## config.mk

```make
export PLATFORM = sky130hd
export DESIGN_NAME = ctrl_decode_pipe
export DESIGN_NICKNAME = d
export VERILOG_FILES = /design/src/rtl/ctrl_pkg.sv /design/src/rtl/ctrl_decode.sv /design/src/rtl/ctrl_decode_pipe.sv
export SDC_FILE = /design/constraint.sdc
export NUM_CORES = 1
export LEC_CHECK = 0
export ABC_AREA = 1
export CAP_MARGIN = 10
export CORE_MARGIN = 4
export CORE_UTILIZATION = 25
export CTS_CLUSTER_DIAMETER = 200
export DETAILED_ROUTE_END_ITERATION = 10
export PLACE_DENSITY = 0.44
export SLEW_MARGIN = 40
export SYNTH_ARGS = -nofsm -noshare
export SYNTH_HDL_FRONTEND = slang
export SYNTH_HIERARCHICAL = 1
export SYNTH_SLANG_ARGS = --single-unit
export TNS_END_PERCENT = 20
```

## constraint.sdc

```tcl
create_clock -name clk -period 2.9 [get_ports clk]
set_input_delay 0.58 -clock clk [delete_from_list [all_inputs] [get_ports clk]]
set_output_delay 0.58 -clock clk [all_outputs]
set_load 0.05 [all_outputs]
```

## src/rtl/ctrl_pkg.sv

```systemverilog
`default_nettype none
//============================================================================
// Module   : ctrl_pkg
// Brief    : Shared opcode map, control-word layout and halt FSM encoding for
//            the registered decode stage.
// Revision : 1.0 - initial release
//============================================================================
package ctrl_pkg;

    // Control word width; bit 28 is a reserved pad that always reads 0
    localparam int CTRL_W = 29;

    // Opcode map (low five opcode bits)
    localparam logic [4:0] OP_HALT = 5'b00000;
    localparam logic [4:0] OP_NOP  = 5'b00001;
    localparam logic [4:0] OP_BEQZ = 5'b01100;
    localparam logic [4:0] OP_BNEZ = 5'b01101;
    localparam logic [4:0] OP_BLTZ = 5'b01110;
    localparam logic [4:0] OP_BGEZ = 5'b01111;
    localparam logic [4:0] OP_ST   = 5'b10000;
    localparam logic [4:0] OP_LD   = 5'b10001;
    localparam logic [4:0] OP_ALU  = 5'b11011;

    // R-type function select carried in op_ext
    localparam logic [1:0] EXT_ADD  = 2'b00;
    localparam logic [1:0] EXT_SUB  = 2'b01;
    localparam logic [1:0] EXT_XOR  = 2'b10;
    localparam logic [1:0] EXT_ANDN = 2'b11;

    // ALU core operation
    localparam logic [2:0] ALU_ADD = 3'd0;
    localparam logic [2:0] ALU_XOR = 3'd1;
    localparam logic [2:0] ALU_AND = 3'd2;

    // Operand / destination selects
    localparam logic [1:0] SEL_DST_NONE = 2'd0;
    localparam logic [1:0] SEL_DST_RT   = 2'd1;
    localparam logic [1:0] SEL_DST_RD   = 2'd2;
    localparam logic [1:0] SEL_B_REG    = 2'd0;
    localparam logic [1:0] SEL_B_IMM    = 2'd1;

    // Packed control word; first member is the MSB, so fields read MSB->LSB
    typedef struct packed {
        logic       rsvd;
        logic       illegal;
        logic       halt;
        logic       sel_wb;
        logic       mem_write;
        logic       mem_read;
        logic       sign;
        logic       inv_b;
        logic       inv_a;
        logic       cin;
        logic       jump;
        logic       bgez;
        logic       bltz;
        logic       bnez;
        logic       beqz;
        logic       sel_pc_opB;
        logic       sel_pc_opA;
        logic       reg_write;
        logic [3:0] alu_op_ext;
        logic [2:0] alu_op;
        logic [1:0] sel_alu_opB;
        logic [1:0] sel_reg_dst;
    } ctrl_t;

    // Halt sequencing states
    typedef enum logic [1:0] {
        ST_RUN    = 2'd0,
        ST_DRAIN  = 2'd1,
        ST_HALTED = 2'd2
    } state_t;

endpackage : ctrl_pkg
`default_nettype wire

```

## src/rtl/ctrl_decode.sv

```systemverilog
`default_nettype none
//============================================================================
// Module   : ctrl_decode
// Brief    : Combinational opcode/op_ext to control-word decoder.
// Revision : 1.0 - initial release
//============================================================================
module ctrl_decode
    import ctrl_pkg::*;
#(
    parameter int OPCODE_W = 5,
    parameter int EXT_W    = 2
) (
    input  logic [OPCODE_W-1:0] opcode,
    input  logic [EXT_W-1:0]    op_ext,
    output ctrl_t               ctrl
);

    logic [4:0] op_low;
    logic       upper_nz;
    logic [3:0] ext_wide;
    logic       is_legal;

    assign op_low   = opcode[4:0];
    assign ext_wide = 4'(op_ext);

    // Any set opcode bit above the five-bit map makes the word illegal
    generate
        if (OPCODE_W > 5) begin : g_upper
            assign upper_nz = |opcode[OPCODE_W-1:5];
        end else begin : g_no_upper
            assign upper_nz = 1'b0;
        end
    endgenerate

    // Decode the opcode map; illegal words collapse to a lone illegal flag
    always_comb begin
        ctrl     = '0;
        is_legal = 1'b1;
        case (op_low)
            OP_HALT: ctrl.halt = 1'b1;
            OP_NOP:  ;
            OP_BEQZ, OP_BNEZ, OP_BLTZ, OP_BGEZ: begin
                ctrl.sel_pc_opA = 1'b1;
                ctrl.sel_pc_opB = 1'b1;
                ctrl.beqz       = (op_low == OP_BEQZ);
                ctrl.bnez       = (op_low == OP_BNEZ);
                ctrl.bltz       = (op_low == OP_BLTZ);
                ctrl.bgez       = (op_low == OP_BGEZ);
            end
            OP_ST: begin
                ctrl.sel_alu_opB = SEL_B_IMM;
                ctrl.alu_op      = ALU_ADD;
                ctrl.mem_write   = 1'b1;
            end
            OP_LD: begin
                ctrl.sel_reg_dst = SEL_DST_RT;
                ctrl.sel_alu_opB = SEL_B_IMM;
                ctrl.alu_op      = ALU_ADD;
                ctrl.mem_read    = 1'b1;
                ctrl.sel_wb      = 1'b1;
                ctrl.reg_write   = 1'b1;
            end
            OP_ALU: begin
                ctrl.sel_reg_dst = SEL_DST_RD;
                ctrl.sel_alu_opB = SEL_B_REG;
                ctrl.alu_op_ext  = ext_wide;
                ctrl.reg_write   = 1'b1;
                case (op_ext[1:0])
                    EXT_ADD:  ctrl.alu_op = ALU_ADD;
                    EXT_SUB: begin
                        ctrl.alu_op = ALU_ADD;
                        ctrl.inv_b  = 1'b1;
                        ctrl.cin    = 1'b1;
                    end
                    EXT_XOR:  ctrl.alu_op = ALU_XOR;
                    default: begin
                        ctrl.alu_op = ALU_AND;
                        ctrl.inv_b  = 1'b1;
                    end
                endcase
            end
            default: is_legal = 1'b0;
        endcase

        if (upper_nz) begin
            is_legal = 1'b0;
        end

        // NOP stays all-zero; every other legal word is a signed operation
        if (!is_legal) begin
            ctrl         = '0;
            ctrl.illegal = 1'b1;
        end else if (op_low != OP_NOP) begin
            ctrl.sign = 1'b1;
        end
    end

endmodule : ctrl_decode
`default_nettype wire

```

## src/rtl/ctrl_decode_pipe.sv

```systemverilog
`default_nettype none
//============================================================================
// Module   : ctrl_decode_pipe
// Brief    : Registered decode stage: decoder feeding a 2-entry elastic queue
//            with valid/ready on both sides and a halt drain state machine.
// Revision : 1.0 - initial release
//============================================================================
module ctrl_decode_pipe
    import ctrl_pkg::*;
#(
    parameter int OPCODE_W = 5,
    parameter int EXT_W    = 2,
    parameter int PC_W     = 16
) (
    input  logic                clk,
    input  logic                rst,
    input  logic                in_valid,
    output logic                in_ready,
    input  logic [OPCODE_W-1:0] in_opcode,
    input  logic [EXT_W-1:0]    in_op_ext,
    input  logic [PC_W-1:0]     in_pc,
    input  logic                flush,
    output logic                out_valid,
    input  logic                out_ready,
    output logic [CTRL_W-1:0]   out_ctrl,
    output logic [PC_W-1:0]     out_pc,
    output logic                halted,
    output logic                err_illegal
);

    ctrl_t           dec_ctrl;
    ctrl_t           ctrl_mem [2];
    logic [PC_W-1:0] pc_mem   [2];
    ctrl_t           head_ctrl;
    logic            rd_ptr;
    logic            wr_ptr;
    logic [1:0]      count;
    state_t          state;
    state_t          state_nxt;
    logic            flush_eff;
    logic            push;
    logic            pop;
    logic            err_q;

    ctrl_decode #(
        .OPCODE_W (OPCODE_W),
        .EXT_W    (EXT_W)
    ) u_decode (
        .opcode (in_opcode),
        .op_ext (in_op_ext),
        .ctrl   (dec_ctrl)
    );

    // Handshake qualifiers; in_ready sees only registered state
    assign flush_eff = flush && (state != ST_HALTED);
    assign in_ready  = (state == ST_RUN) && (count != 2'd2);
    assign out_valid = (state != ST_HALTED) && (count != 2'd0);
    assign push      = in_valid && in_ready && !flush_eff;
    assign pop       = out_valid && out_ready;

    assign head_ctrl   = ctrl_mem[rd_ptr];
    assign out_ctrl    = head_ctrl;
    assign out_pc      = pc_mem[rd_ptr];
    assign halted      = (state == ST_HALTED);
    assign err_illegal = err_q;

    // Two-entry FIFO storage, pointers and occupancy
    always_ff @(posedge clk) begin
        if (rst) begin
            ctrl_mem[0] <= '0;
            ctrl_mem[1] <= '0;
            pc_mem[0]   <= '0;
            pc_mem[1]   <= '0;
            rd_ptr      <= 1'b0;
            wr_ptr      <= 1'b0;
            count       <= 2'd0;
        end else begin
            if (push) begin
                ctrl_mem[wr_ptr] <= dec_ctrl;
                pc_mem[wr_ptr]   <= in_pc;
            end
            if (flush_eff) begin
                rd_ptr <= 1'b0;
                wr_ptr <= 1'b0;
                count  <= 2'd0;
            end else begin
                if (push) wr_ptr <= ~wr_ptr;
                if (pop)  rd_ptr <= ~rd_ptr;
                case ({push, pop})
                    2'b10:   count <= count + 2'd1;
                    2'b01:   count <= count - 2'd1;
                    default: count <= count;
                endcase
            end
        end
    end

    // Halt FSM state register
    always_ff @(posedge clk) begin
        if (rst) begin
            state <= ST_RUN;
        end else begin
            state <= state_nxt;
        end
    end

    // Halt FSM next state; a flush while draining squashes the pending halt
    always_comb begin
        state_nxt = state;
        case (state)
            ST_RUN: begin
                if (push && dec_ctrl.halt) state_nxt = ST_DRAIN;
            end
            ST_DRAIN: begin
                if (flush_eff)                   state_nxt = ST_RUN;
                else if (pop && head_ctrl.halt)  state_nxt = ST_HALTED;
            end
            ST_HALTED: state_nxt = ST_HALTED;
            default:   state_nxt = ST_RUN;
        endcase
    end

    // Sticky illegal-opcode flag, set only by words actually accepted
    always_ff @(posedge clk) begin
        if (rst) begin
            err_q <= 1'b0;
        end else if (push && dec_ctrl.illegal) begin
            err_q <= 1'b1;
        end
    end

endmodule : ctrl_decode_pipe
`default_nettype wire

```

* Word level (Yosys, flattened, before mapping)
Memories as Yosys holds them, arrays and structs flattened. A register that Yosys moved wholly into a read port is not among the register bits.
Index checks and enable logic that the tools add are counted.
W data, S select, Z words.
** Storage, ports and cells
- Output and inout bits :: 49
- Register bits after elaboration :: 7
- Bits of input ports :: 28
- Memories :: 2
- Bits in writable memories :: 88
** Memories
- ctrl_mem :: depth 2, width 28, read ports 1, clocked after Yosys merged registers in 1, write ports 2, RTL line ctrl_decode_pipe.sv:32 : ctrl_t ctrl_mem [2];
- pc_mem :: depth 2, width 16, read ports 1, clocked after Yosys merged registers in 1, write ports 2, RTL line ctrl_decode_pipe.sv:33 : logic [PC_W-1:0] pc_mem [2];
** Cells by class
- Equality and inequality tests :: 19
- Add/sub/neg operators :: 2
- Bitwise gates (word level) :: 2
- Reduce and logical (&&, ||, !) cells :: 25
- Muxes and demuxes :: 38
** Operators with widths (count)
- $mux W28 :: 1
- $reduce_or A28 Y1 :: 1
- $mux W1 :: 24
- $mux W22 :: 1
- $eq A5 B4 Y1 const B :: 4
- $mux W16 :: 1
- $reduce_or A16 Y1 :: 1
- $eq A5 B5 Y1 const B :: 3
- $pmux W2 S2 :: 3
- $reduce_or A2 Y1 :: 5
- $logic_and A1 B1 Y1 :: 9
- $reduce_or A9 Y1 :: 1
- $mux W2 :: 4
- $pmux W4 S2 :: 1
- $eq A2 B1 Y1 const B :: 3
- $eq A2 B2 Y1 const B :: 3
- $mux W6 :: 1
- $pmux W2 S3 :: 1
- $eq A5 B1 Y1 const B :: 1
- $logic_not A5 Y1 :: 1
- $mux W5 :: 1
- $ne A5 B1 Y1 const B :: 1
- $logic_not A2 Y1 :: 2
- $ne A2 B2 Y1 const B :: 2
- other kinds (9) :: 11

* Logic depth before layout (Yosys ltp)
- Depth in word-level cells :: 9
- Gate-level depth with buffers :: 10
- Depth with buffers taken out :: 10

* By module
The synthesis kept the hierarchy.
** Modules (own cells, without submodules)
- ctrl_decode_pipe :: cells each 348, area each 4304.1 um^2, times used 1, sequential area each 2862.7 um^2
- ctrl_decode :: cells each 51, area each 259.0 um^2, times used 1, sequential area each 0.0 um^2

* Least setup slack after synthesis
No wires, ideal clock.
- Path type :: flip-flop to flip-flop
- Start :: register state[1]
- End :: memory ctrl_mem[0][0] (netlist bit) (enable)
- Data required time :: 2497 ps
- Data arrival time :: 2483 ps
- Path buffers :: 1
- Setup slack :: 13 ps
- Stages on the path, launching flop included :: 10
- Library setup time :: 403 ps
- Path through :: dfxtp_1 inv_1 nor2_2 inv_1 nand2_2 nand2_2 inv_2 nand3_4 buf_6 nand2_1
** RTL lines
- from (decl) :: RTL line ctrl_decode_pipe.sv:38 : state_t state;
- from (signal assigned) :: RTL line ctrl_decode_pipe.sv:103 : state <= state_nxt;
- to (decl) :: RTL line ctrl_decode_pipe.sv:32

==> results.md <==
- Pins Over Slew Limit: 0
- # diodes: 0
- Power share of the sequential group: about half
- Crit Path Max Fanout: 25
- First-pass GRT wire length: 15800 um
- Setup crit start kind: register
- TritonCTS buffer count: 9
- Critical path endpoint category: primary output
- Leakage: 2.32 nW
- Routed Antenna Nets: 0
- Sequential area share after synthesis: 62.7%
- Number of max-cap violations: 0
- DR iter-0 viols: 130
- Starting Density: 25.4%
- CP bufs+invs: 2
- Clock Skews: ~6.7 ps
- Status: finished clean
- Setup WS post-layout: ~190 ps
- DR WL/cell: between 10 and 15 um
- Hpwl dp: 6350 um
- Initial antenna violation count: 0
- Cells after Synth: roughly 400
- Post-route setup TNS: 0 ps
- Maximum clock frequency: 0.369 GHz
- Yosys reg bits: 98
- Final net count: about 500
- Cell Area, Placed: between 0.005 and 0.006 sq mm
- All-Layer GR Usage: 10.3%
- Fin area: 0.00586 sq mm
- Worst skew pair latency: between 300 and 400 ps
- Clock power frac: 36.8%
- Number of global-route vias before repair: 3001
- WL final: a little over 10000 um
- WP data arrival: 2130 ps
- CTS Root Cell: clkbuf_16
- Worst-Margin Slew: 642 ps
- Hold Crit Class: register to register
- CTS tree: done
- Die area: 0.0205 sq mm
- Cts hold-fix bufs: 0
- CTS clk-pin slew, worst paths: 70 ps
- Chip width: 143 um
- Slowest stage delay, CP: around 700 ps
- Worst rel slew slack: 57.2%
- Switch Pwr: 0.824 mW
- Hold Fails Final Rpt: 0
- Sw frac: 25.3%
- Yosys top cell by area: edfxtp_1
- Kind of critical path: register to primary output
- Crit path max-delay cell type: clkdlybuf4s50_1
- Row cnt: 49
- H-tree depth: 3
- Fin crit period: 2710 ps
- Cell variety after synth: 26
- Height of the die: 143 um
- Port Buffers: between 70 and 80
- Ports: 77
- Synth top area cells: edfxtp_1, mux2_2, nor2_1, inv_1, dfxtp_1
- Core Box Area: approximately 0.018 sq mm
- Cell Pwr Density: 554 mW/mm^2
- Synth top area share: slightly below 60%
- Largest net degree at the start of global routing: 46
- Design internal power: ~2.4 mW
- RSZ-0062 raised after global routing: false
- VDD IR max: between 0.3 and 0.4 mV
- Synth warn: 6
- Clock Sinks: between 90 and 100
- Mapped Area: 0.00456 sq mm
- Avg Synthesized Cell Area: 11.4 sq um
- Final setup vio count: 0
- Pre-antenna DRT Iters: 4
- Clock tree buffer depth: 2
- Share of layout cells above drive strength 1: 21.1%
- Area Overhead vs Synth: 28.5%
- Post-route DRC: 0
- Critical path, cell by cell: buf_12 > mux2_2 > clkdlybuf4s50_1
- Via count: 2879
- Setup WS pre-CTS: between 300 and 400 ps
- Final GP Congestion: 0.741
- Comb power frac: 13.4%
- Crit-path leading delay family: buffers and inverters
- Final period utilization: between 90% and 100%
- Via density: 4.04
- Aggregate global routing overflow: 0
- CP Data Required Time: 2320 ps
==> power by group through the flow <==
stage	clock network (mW)	logic, mW	registers (mW)
2_1_floorplan	0	0.283	1.65
3_3_place_gp	0	0.446	1.65
3_5_place_dp	0	0.447	1.65
4_1_cts	1.24	0.446	1.62
5_1_grt	1.31	0.467	1.62
6_report	1.20	0.436	1.62
==> per-layer routing <==
| layer | routed length [um] | vias to the layer above | global-route usage, % | part of all wire [%] |
|---|---|---|---|---|
| met5 | 0 | - | 0 | 0 |
| met4 | 186 | 0 | 4.35 | 1.8 |
| met3 | 519 | 12 | 2.68 | 5.1 |
| met2 | 4790 | 59 | 17.1 | 47 |
| met1 | 4610 | 1377 | 12.8 | 46 |
| li1 | - | 1431 | - | - |
==> registers in the layout, summed over array words and instances, names as in the netlist, named ones only <==
register / flops
count: 2
wr_ptr: 1
state: 2
pc_mem: 32
err_illegal: 1
rd_ptr: 1
ctrl_mem: 58
==> kinds of logic (layout without fill, tap and decap cells) <==
family / after synthesis / count (layout) / share of synthesized area (%)
simple gates: 157 / 157 / 15.6
flops: 98 / 98 / 62.7
mux: 44 / 44 / 10.9
fa+ha+maj: 1 / 1 / 0.274
other cells: 1 / 7 / 0.0822
buf+inv: 90 / 168 / 9.57
compound gates: 8 / 8 / 0.877
==> stage by stage <==
stage                     hold slack, ps  utilization (%)  std cells  total power, mW
final                                494             32.6        712             3.25
after global routing                 514             32.6        712             3.40
after CTS                            497             32.5        712             3.31
after detailed placement             465             30.9        696             2.10
after global placement               461             30.9        696             2.10
after floorplan                      461                -        405             1.94
==> synthesized netlist by cell type, drive strengths merged <==
library cell  instances
nand2                24
inv                  68
clkbuf                1
ha                    1
nor2                116
and3                  1
nand3                10
nor3                  1
edfxtp               90
or2                   2
mux2                 44
o21ai                 2
a21oi                 6
conb                  1
nor3b                 1
buf                  21
dfxtp                 8
nand4                 2
==> area by class of cell <==
type	instances	area [sq um]
Fill cell	1820	12100
Sequential cell	98	2870
Multi-Input combinational cell	217	1290
Timing Repair Buffer	84	868
Tap cell	229	287
Inverter	68	255
Clock buffer	10	229
Clock inverter	6	67.6
==> placed cells by master, fill, tap and decap left out, drive strengths merged <==
master	n
nand2	24
dlygate4sd2	6
dfxtp	8
inv	68
clkbuf	10
a21oi	6
or2	2
clkinvlp	2
nor3b	1
o21ai	2
mux2	44
and3	1
edfxtp	90
dlymetal6s2s	6
nor2	116
nand4	2
buf	12
nand3	10
ha	1
bufinv	1
conb	7
clkdlybuf4s50	60
clkinv	3
nor3	1
==> timing repair <==
| item | 4_1_cts | 5_1_grt |
|---|---|---|
| pin swaps | 0 | 0 |
| resized for setup | 6 | 7 |
| setup endpoints to repair | 6 | 24 |
| buffers inserted | 0 | 0 |
==> worst reg2reg max path: cells and delay by family, from the launching register on <==
kind,cells,cell delay [ps]
buffers and inverters,4,530
flip-flops,1,340
AND/OR/NAND/NOR,5,680
==> path summary, 6_finish.rpt <==
path / from / to / slack [ps] / cells past startpoint
hold reg to reg: rd_ptr / register / 490 / 2
hold / removal: rd_ptr / register / 490 / 2
setup / recovery: register / out_ctrl[13] / 190 / 3
setup reg to reg: state[1] / pc_mem[0][7] / 1030 / 9
No activity file was read; power rests on OpenSTA's default activity.
